$ cat src/rtl/score_disp_pkg.sv
// Shared types and glyph geometry for the score overlay digit path.
// Imported by the sequencer, its converter and its ROM interface.
package score_disp_pkg;

    localparam int GLYPH_W    = 14;
    localparam int GLYPH_H    = 25;
    localparam int GLYPH_BITS = GLYPH_W * GLYPH_H;

    typedef enum logic [2:0] {
        IDLE,
        CONVERT,
        FETCH,
        WAIT,
        DONE
    } seq_state_t;

    typedef logic [3:0] bcd_t;

endpackage

$ cat src/rtl/score_digit_sequencer_if.sv
// Glyph ROM bus: one digit request out, one bitmap back.
// The sequencer is the master, the glyph ROM the slave.
interface score_digit_sequencer_if #(
    parameter int GLYPH_BITS = 350
);

    logic                  rom_req;
    logic [3:0]            rom_digit;
    logic [GLYPH_BITS-1:0] rom_bitmap;

    modport master (
        output rom_req,
        output rom_digit,
        input  rom_bitmap
    );

    modport slave (
        input  rom_req,
        input  rom_digit,
        output rom_bitmap
    );

endinterface

$ cat src/rtl/bin2bcd_serial.sv
// Serial double-dabble: one binary bit per cycle, SCORE_W cycles.
// bcd is stable once done has pulsed, until the next start.
module bin2bcd_serial #(
    parameter int SCORE_W    = 8,
    parameter int NUM_DIGITS = 3
) (
    input  logic                    clk,
    input  logic                    rst,
    input  logic                    start,
    input  logic [SCORE_W-1:0]      bin,
    output logic [NUM_DIGITS*4-1:0] bcd,
    output logic                    done
);

    localparam int CNT_W = $clog2(SCORE_W + 1);

    logic [SCORE_W-1:0]      sh;
    logic [CNT_W-1:0]        cnt;
    logic                    run;
    logic [NUM_DIGITS*4-1:0] adj;

    // add 3 to every nibble of 5 or more ahead of the shift
    always_comb begin
        adj = bcd;
        for (int i = 0; i < NUM_DIGITS; i++) begin
            if (bcd[i*4 +: 4] >= 4'd5) begin
                adj[i*4 +: 4] = bcd[i*4 +: 4] + 4'd3;
            end
        end
    end

    // load on start, then shift one binary bit into the BCD field per cycle
    always_ff @(posedge clk) begin
        if (rst) begin
            sh  <= '0;
            bcd <= '0;
            cnt <= '0;
            run <= 1'b0;
        end else if (start) begin
            sh  <= bin;
            bcd <= '0;
            cnt <= CNT_W'(SCORE_W);
            run <= 1'b1;
        end else if (run) begin
            {bcd, sh} <= {adj, sh} << 1;
            cnt       <= cnt - 1'b1;
            if (cnt == CNT_W'(1)) begin
                run <= 1'b0;
            end
        end
    end

    assign done = run && (cnt == CNT_W'(1));

endmodule

$ cat src/rtl/score_digit_sequencer.sv
// Converts the score once per frame and fetches one glyph per digit
// through a shared ROM, publishing all bitmaps together.
module score_digit_sequencer
    import score_disp_pkg::*;
#(
    parameter int SCORE_W       = 8,
    parameter int NUM_DIGITS    = 3,
    parameter int GLYPH_BITS    = score_disp_pkg::GLYPH_BITS,
    parameter int ROM_LAT       = 1,
    parameter int BLANK_LEADING = 1
) (
    input  logic                             Clk,
    input  logic                             Reset,
    input  logic                             frame_clk,
    input  logic [SCORE_W-1:0]               total_Score,
    score_digit_sequencer_if.master          rom,
    output logic [NUM_DIGITS*GLYPH_BITS-1:0] digit_bitmap,
    output logic                             busy,
    output logic                             done
);

    localparam int SLOT_W = (NUM_DIGITS > 1) ? $clog2(NUM_DIGITS) : 1;
    localparam int LAT_W  = (ROM_LAT > 1) ? $clog2(ROM_LAT) : 1;
    localparam logic [SLOT_W-1:0] TOP_SLOT = SLOT_W'(NUM_DIGITS - 1);
    localparam logic [LAT_W-1:0]  LAST_LAT = LAT_W'(ROM_LAT - 1);

    seq_state_t state;
    seq_state_t state_n;

    logic sync1;
    logic sync2;
    logic prev;
    logic rise;
    logic pending;
    logic start;
    logic conv_done;
    logic capture;
    logic zero_run;

    logic [NUM_DIGITS*4-1:0] bcd;
    logic [SLOT_W-1:0]       slot;
    logic [LAT_W-1:0]        lat;
    logic [NUM_DIGITS-1:0]   blank;
    bcd_t                    nib;

    logic [NUM_DIGITS-1:0][GLYPH_BITS-1:0] shadow;
    logic [NUM_DIGITS-1:0][GLYPH_BITS-1:0] shadow_n;

    // bring the frame strobe into the Clk domain and keep its last value
    always_ff @(posedge Clk) begin
        if (Reset) begin
            sync1 <= 1'b0;
            sync2 <= 1'b0;
            prev  <= 1'b0;
        end else begin
            sync1 <= frame_clk;
            sync2 <= sync1;
            prev  <= sync2;
        end
    end

    assign rise  = sync2 & ~prev;
    assign start = (state == IDLE) && (rise || pending);

    bin2bcd_serial #(
        .SCORE_W    (SCORE_W),
        .NUM_DIGITS (NUM_DIGITS)
    ) u_conv (
        .clk   (Clk),
        .rst   (Reset),
        .start (start),
        .bin   (total_Score),
        .bcd   (bcd),
        .done  (conv_done)
    );

    // a slot is blank while it and everything above it is zero
    always_comb begin
        blank    = '0;
        zero_run = 1'b1;
        for (int s = NUM_DIGITS - 1; s >= 0; s--) begin
            zero_run = zero_run & (bcd[s*4 +: 4] == 4'd0);
            blank[s] = (BLANK_LEADING != 0) && (s != 0) && zero_run;
        end
        nib = bcd[int'(slot)*4 +: 4];
    end

    // sequencer next state and ROM request
    always_comb begin
        state_n       = state;
        capture       = 1'b0;
        rom.rom_req   = 1'b0;
        rom.rom_digit = 4'd0;
        unique case (state)
            IDLE: begin
                if (start) state_n = CONVERT;
            end
            CONVERT: begin
                if (conv_done) state_n = FETCH;
            end
            FETCH: begin
                if (!blank[slot]) begin
                    rom.rom_req   = 1'b1;
                    rom.rom_digit = nib;
                end
                state_n = WAIT;
            end
            WAIT: begin
                if (lat == LAST_LAT) begin
                    capture = 1'b1;
                    state_n = (slot == '0) ? DONE : FETCH;
                end
            end
            DONE: begin
                state_n = IDLE;
            end
            default: begin
                state_n = IDLE;
            end
        endcase
    end

    assign busy = start || (state == CONVERT) ||
                  (state == FETCH) || (state == WAIT);
    assign done = (state == DONE);

    // shadow contents after this cycle's capture, if any
    always_comb begin
        shadow_n = shadow;
        if (capture) begin
            for (int s = 0; s < NUM_DIGITS; s++) begin
                if (SLOT_W'(s) == slot) begin
                    shadow_n[s] = blank[s] ? '0 : rom.rom_bitmap;
                end
            end
        end
    end

    // state, slot and latency counters, pending frame request
    always_ff @(posedge Clk) begin
        if (Reset) begin
            state   <= IDLE;
            slot    <= '0;
            lat     <= '0;
            pending <= 1'b0;
        end else begin
            state <= state_n;
            if (start) begin
                pending <= 1'b0;
            end else if (rise && (state != IDLE)) begin
                pending <= 1'b1;
            end
            if (state == CONVERT) begin
                slot <= TOP_SLOT;
            end else if (capture && (slot != '0)) begin
                slot <= slot - 1'b1;
            end
            if (state == FETCH) begin
                lat <= '0;
            end else if (state == WAIT) begin
                lat <= lat + 1'b1;
            end
        end
    end

    // shadow capture; publish all slots together with the last capture
    always_ff @(posedge Clk) begin
        if (Reset) begin
            shadow       <= '0;
            digit_bitmap <= '0;
        end else begin
            shadow <= shadow_n;
            if (capture && (slot == '0)) begin
                digit_bitmap <= shadow_n;
            end
        end
    end

endmodule

$ cat src/flat_wrapper.sv
// flat-port wrapper written by rule: the top's interface ports become plain ports
module score_digit_sequencer_flat import score_disp_pkg::*;
#(
    parameter int SCORE_W       = 8,
    parameter int NUM_DIGITS    = 3,
    parameter int GLYPH_BITS    = score_disp_pkg::GLYPH_BITS,
    parameter int ROM_LAT       = 1,
    parameter int BLANK_LEADING = 1
)
  (Clk, Reset, frame_clk, total_Score, digit_bitmap, busy, done, rom_rom_req, rom_rom_digit, rom_rom_bitmap);
  score_digit_sequencer_if #(.GLYPH_BITS(GLYPH_BITS)) rom_i ();
  input  logic Clk;
  input  logic Reset;
  input  logic frame_clk;
  input  logic [SCORE_W-1:0] total_Score;
  output logic [NUM_DIGITS*GLYPH_BITS-1:0] digit_bitmap;
  output logic busy;
  output logic done;
  output wire logic [$bits(rom_i.rom_req)-1:0] rom_rom_req;
  output wire logic [$bits(rom_i.rom_digit)-1:0] rom_rom_digit;
  input wire logic [$bits(rom_i.rom_bitmap)-1:0] rom_rom_bitmap;
  assign rom_rom_req = rom_i.rom_req;
  assign rom_rom_digit = rom_i.rom_digit;
  assign rom_i.rom_bitmap = rom_rom_bitmap;
  score_digit_sequencer #(.SCORE_W(SCORE_W), .NUM_DIGITS(NUM_DIGITS), .GLYPH_BITS(GLYPH_BITS), .ROM_LAT(ROM_LAT), .BLANK_LEADING(BLANK_LEADING)) u_core (.Clk(Clk), .Reset(Reset), .frame_clk(frame_clk), .total_Score(total_Score), .rom(rom_i), .digit_bitmap(digit_bitmap), .busy(busy), .done(done));
endmodule
$ cat config.mk
export PLATFORM = sky130hd
export DESIGN_NAME = score_digit_sequencer_flat
export DESIGN_NICKNAME = d
export VERILOG_FILES = /design/src/rtl/score_disp_pkg.sv /design/src/rtl/score_digit_sequencer_if.sv /design/src/rtl/bin2bcd_serial.sv /design/src/rtl/score_digit_sequencer.sv /design/src/flat_wrapper.sv
export SDC_FILE = /design/constraint.sdc
export NUM_CORES = 2
export LEC_CHECK = 0
export CORE_AREA = 10 10 551 553
export DETAILED_ROUTE_END_ITERATION = 6
export DIE_AREA = 0 0 561 563
export SLEW_MARGIN = 20
export SYNTH_ARGS = -nofsm -noshare
export SYNTH_HDL_FRONTEND = slang
export SYNTH_SLANG_ARGS = --single-unit
$ cat constraint.sdc
create_clock -name Clk -period 4.05 [get_ports Clk]
set_input_delay 0.405 -clock Clk [delete_from_list [all_inputs] [get_ports Clk]]
set_output_delay 0.405 -clock Clk [all_outputs]
set_load 0.1 [all_outputs]
==> results_dict.tcl <==
set metrics [dict create \
    core_um2 292600 \
    place_ws_ns 0.9934 \
    critPathArrivalTime_ns 3.35 \
    rr_endpoint "u_core.digit_bitmap[887]" \
    cts_tree "done" \
    cts_buffers 199 \
    critical_path.max_fanout 5 \
    synth_area_leaders "dfxtp_1 51%, a21oi_1 7.6%, nand2_1 7.6%, mux2i_1 5.2%, nand3_1 5.0%" \
    reg2regPathDepth 8 \
    rows 199 \
    fin_ws_ns 0.2966 \
    met2_usage 0.2965 \
    final_nets 9400 \
    outcome "finished clean" \
    p_int_mw 30.10 \
    p_switching_mw 12.77 \
    power_mw 42.87 \
    vdd_drop_max_mv 0.3151 \
    finalCritPeriodShare 0.9268 \
    drt-initial-drc-count 6714 \
    routed_wl_mm 326.1 \
    synth_area_um2 69990 \
    grt_pass1_vias 60546 \
    clk_latency_ns 0.85 \
    clk_pin_slew_ns 0.08 \
    rsz0062_at_grt "false" \
    cap_violations 0 \
    busiest_layer "met2" \
    worst_slew_pin_slew_ns 1.298 \
    synth_seq_cells 1785 \
    grt.total_usage 0.1919 \
    path_class "flip-flop to output port" \
    routed_via_density 4.997 \
    die_w_um 561 \
    grtUsageMet3 0.05938 \
    htreeDepth 4 \
    setup_viol 0 \
    startpoint "u_core.u_conv.bcd[8]" \
    yosys_warnings 0 \
    post_drt_wl_per_cell_um 24.85 \
    layout-drive-gt1-share 0.07611 \
    first_pass_iters 6 \
    endpoint "rom_rom_digit[2]" \
    hold_viol_final 0 \
    slew_headroom 0.1286 \
    cts_buffer_depth 4 \
    hp-class "primary input to flip-flop" \
    synth_cell_type_count 43 \
    crit_path_start_kind "flip-flop" \
    yosysTopAreaCellShare 0.5106 \
    synthToLayoutAreaGrowth_pct 34.93 \
    fmax_mhz 266.4 \
    pwr-share-comb 0.140 \
    finClkSkew_ns 0.04167 \
    portBuffers 1417 \
    r2r_slack_ns 0.97 \
    route.detailed.drc 0 \
    clkPwrFrac 0.439 \
    avgSynthCellArea_um2 8.691 \
    start_util 0.2392 \
    powerDensity_nw_per_um2 453.9 \
    setup_tns_ns 0 \
    fp.dieH_um 563 \
    dieArea_um2 315800 \
    seq_power_share 0.421 \
    vias 65561 \
    rr_startpoint "u_core.slot[0]" \
    gp_congestion 0.8345 \
    dp_hpwl_mm 224.4 \
    postRouteAntennaNets 0 \
    dpl.cell_count 12745 \
    place_area_um2 87700 \
    antenna_found_initial 70 \
    cts_setup_buffers 0 \
    cts_hold_buffers 0 \
    final_max_slew_viol_count 0 \
    cp-end-kind "output port" \
    grt_max_degree 141 \
    clock-root-buffer "clkbuf_16" \
    cts.sinks 1785 \
    fin_area_um2 94440 \
    cts_resized 0 \
    syn-num-nets 8426 \
    synthCells 8053 \
    switching_share 0.2979 \
    period_needed_ns 3.753 \
    grt_remaining_overflow 0 \
    io_pins 1418 \
    ys_seq_area_frac 0.5106 \
    fin_cells 13120 \
    worst_ep_required_time_ns 3.64 \
    grt_use_met1 0.2519 \
    leakage_nw 29.61 \
    synth_top_area_cell "dfxtp_1" \
    grt_pass1_wl_mm 460.2 \
]
==> power groups by stage <==
stage	Sequential (mW)	Combinational, mW	Clock, mW
after global placement	18.4	6.00	0
after CTS	18.0	6.02	19.3
final	18.0	6.00	18.8
after detailed placement	18.4	6.01	0
after global routing	18.1	6.24	19.9
after floorplan	20.3	1.77	0
==> how the worst min path moves through the flow <==
stage                  startpoint                        to  cells after the start
6_report                    Reset  u_core.digit_bitmap[114]                      2
5_1_grt                 frame_clk              u_core.sync1                      2
4_1_cts                 frame_clk              u_core.sync1                      2
3_5_place_dp         u_core.sync1              u_core.sync2                      1
3_3_place_gp   u_core.shadow[369]        u_core.shadow[369]                      2
2_1_floorplan        u_core.sync1              u_core.sync2                      1
==> cell usage in the layout, fill, tap and decap left out, types with 4 or more instances in the layout <==
cell type        synthesis  routed
a211oi_1                16      16
a21oi_1               1065    1065
a221oi_1               350     350
and2_1                   8       5
buf_12                   0      81
buf_2                  240       7
buf_4                    3     179
bufinv_16                0      15
clkbuf_1               492      39
clkbuf_16                0     202
clkbuf_8                 0      42
clkdlybuf4s50_1          0    1336
clkinv_16                0       4
clkinv_2                 0      40
clkinvlp_4               0       8
dfxtp_1               1785    1785
diode_2                  0      17
ha_1                    12      11
inv_1                   13      13
mux2i_1                363     363
nand2_1               1417    1414
nand2b_1                 5       5
nand3_1                704     703
nand3b_1               350     350
nor2_1                 377     377
nor2b_1                  8       8
nor3_1                 356     356
o21ai_0                 15      11
o21ai_1                  1       5
o31ai_1                252     252
o31ai_2                 99      99
==> critical path, stage by stage, from the launching register on <==
cell and delay [ns]:
dfxtp_1 0.42, inv_1 0.10, ha_1 0.28, nor3b_2 0.22, a211oi_1 0.27, o31a_1 0.63
and2_1 0.35, buf_12 0.21
==> cell families after synthesis <==
family,after synthesis,share of synthesized area
and+or+nand+nor,3234,0.2125
AOI/OAI and AO/OA,1810,0.1691
DFF,1785,0.5106
xor gates and xnor gates,4,0.0005006
muxes,363,0.05191
adders and majority gates,12,0.002145
buffers and inverters,845,0.05331
==> flip-flops by register name, summed over array words and instances, names as in the netlist <==
signal / flops
u_core.slot: 2
u_core.pending: 1
u_core.sync2: 1
u_core.shadow: 700
u_core.prev: 1
u_core.u_conv.cnt: 4
u_core.sync1: 1
u_core.digit_bitmap: 1050
u_core.lat: 1
u_core.state: 3
u_core.u_conv.run: 1
u_core.u_conv.bcd: 12
u_core.u_conv.sh: 8
==> stage by stage <==
| step | util | hold slack (ns) |
|---|---|---|
| finish | 0.3228 | 0.1108 |
| floorplan | - | 0.4138 |
| CTS | 0.3227 | 0.03296 |
| global placement | 0.2998 | 0.4367 |
| detailed placement | 0.2998 | 0.4285 |
| global route | 0.3227 | 0.07450 |
==> cell usage after synthesis, drive strengths merged <==
cell / n
dfxtp: 1785
nand2: 1418
a21oi: 1065
nand3: 704
clkbuf: 492
nor2: 378
mux2i: 363
nor3: 356
o31ai: 351
a221oi: 350
nand3b: 350
buf: 339
o21ai: 17
a211oi: 16
inv: 14
ha: 12
and2: 8
nor2b: 8
nand2b: 5
a31oi: 3
nor3b: 3
xnor2: 3
a2111oi: 2
a22oi: 2
a2111o: 1
a2bb2oi: 1
and4bb: 1
nand4: 1
nand4b: 1
nor4: 1
o31a: 1
o41a: 1
xor2: 1
==> layout make-up <==
class                           instances  area (um2)
Clock buffer                          283        5779
Timing Repair Buffer                 1604       16400
Antenna cell                           17       42.54
Multi-Input combinational cell       5423       30600
Clock inverter                         75       919.6
Sequential cell                      1785       35730
Inverter                               14       60.06
Tap cell                             3919        4903
Fill cell                           30553      198100
==> routing by layer <==
metal  wire length (um)  part of all wire
met5                270           0.00083
met3              29510             0.090
met1             139500              0.43
met4              13560             0.042
met2             143300              0.44
Note: power is estimated with default switching activity, not from simulation.
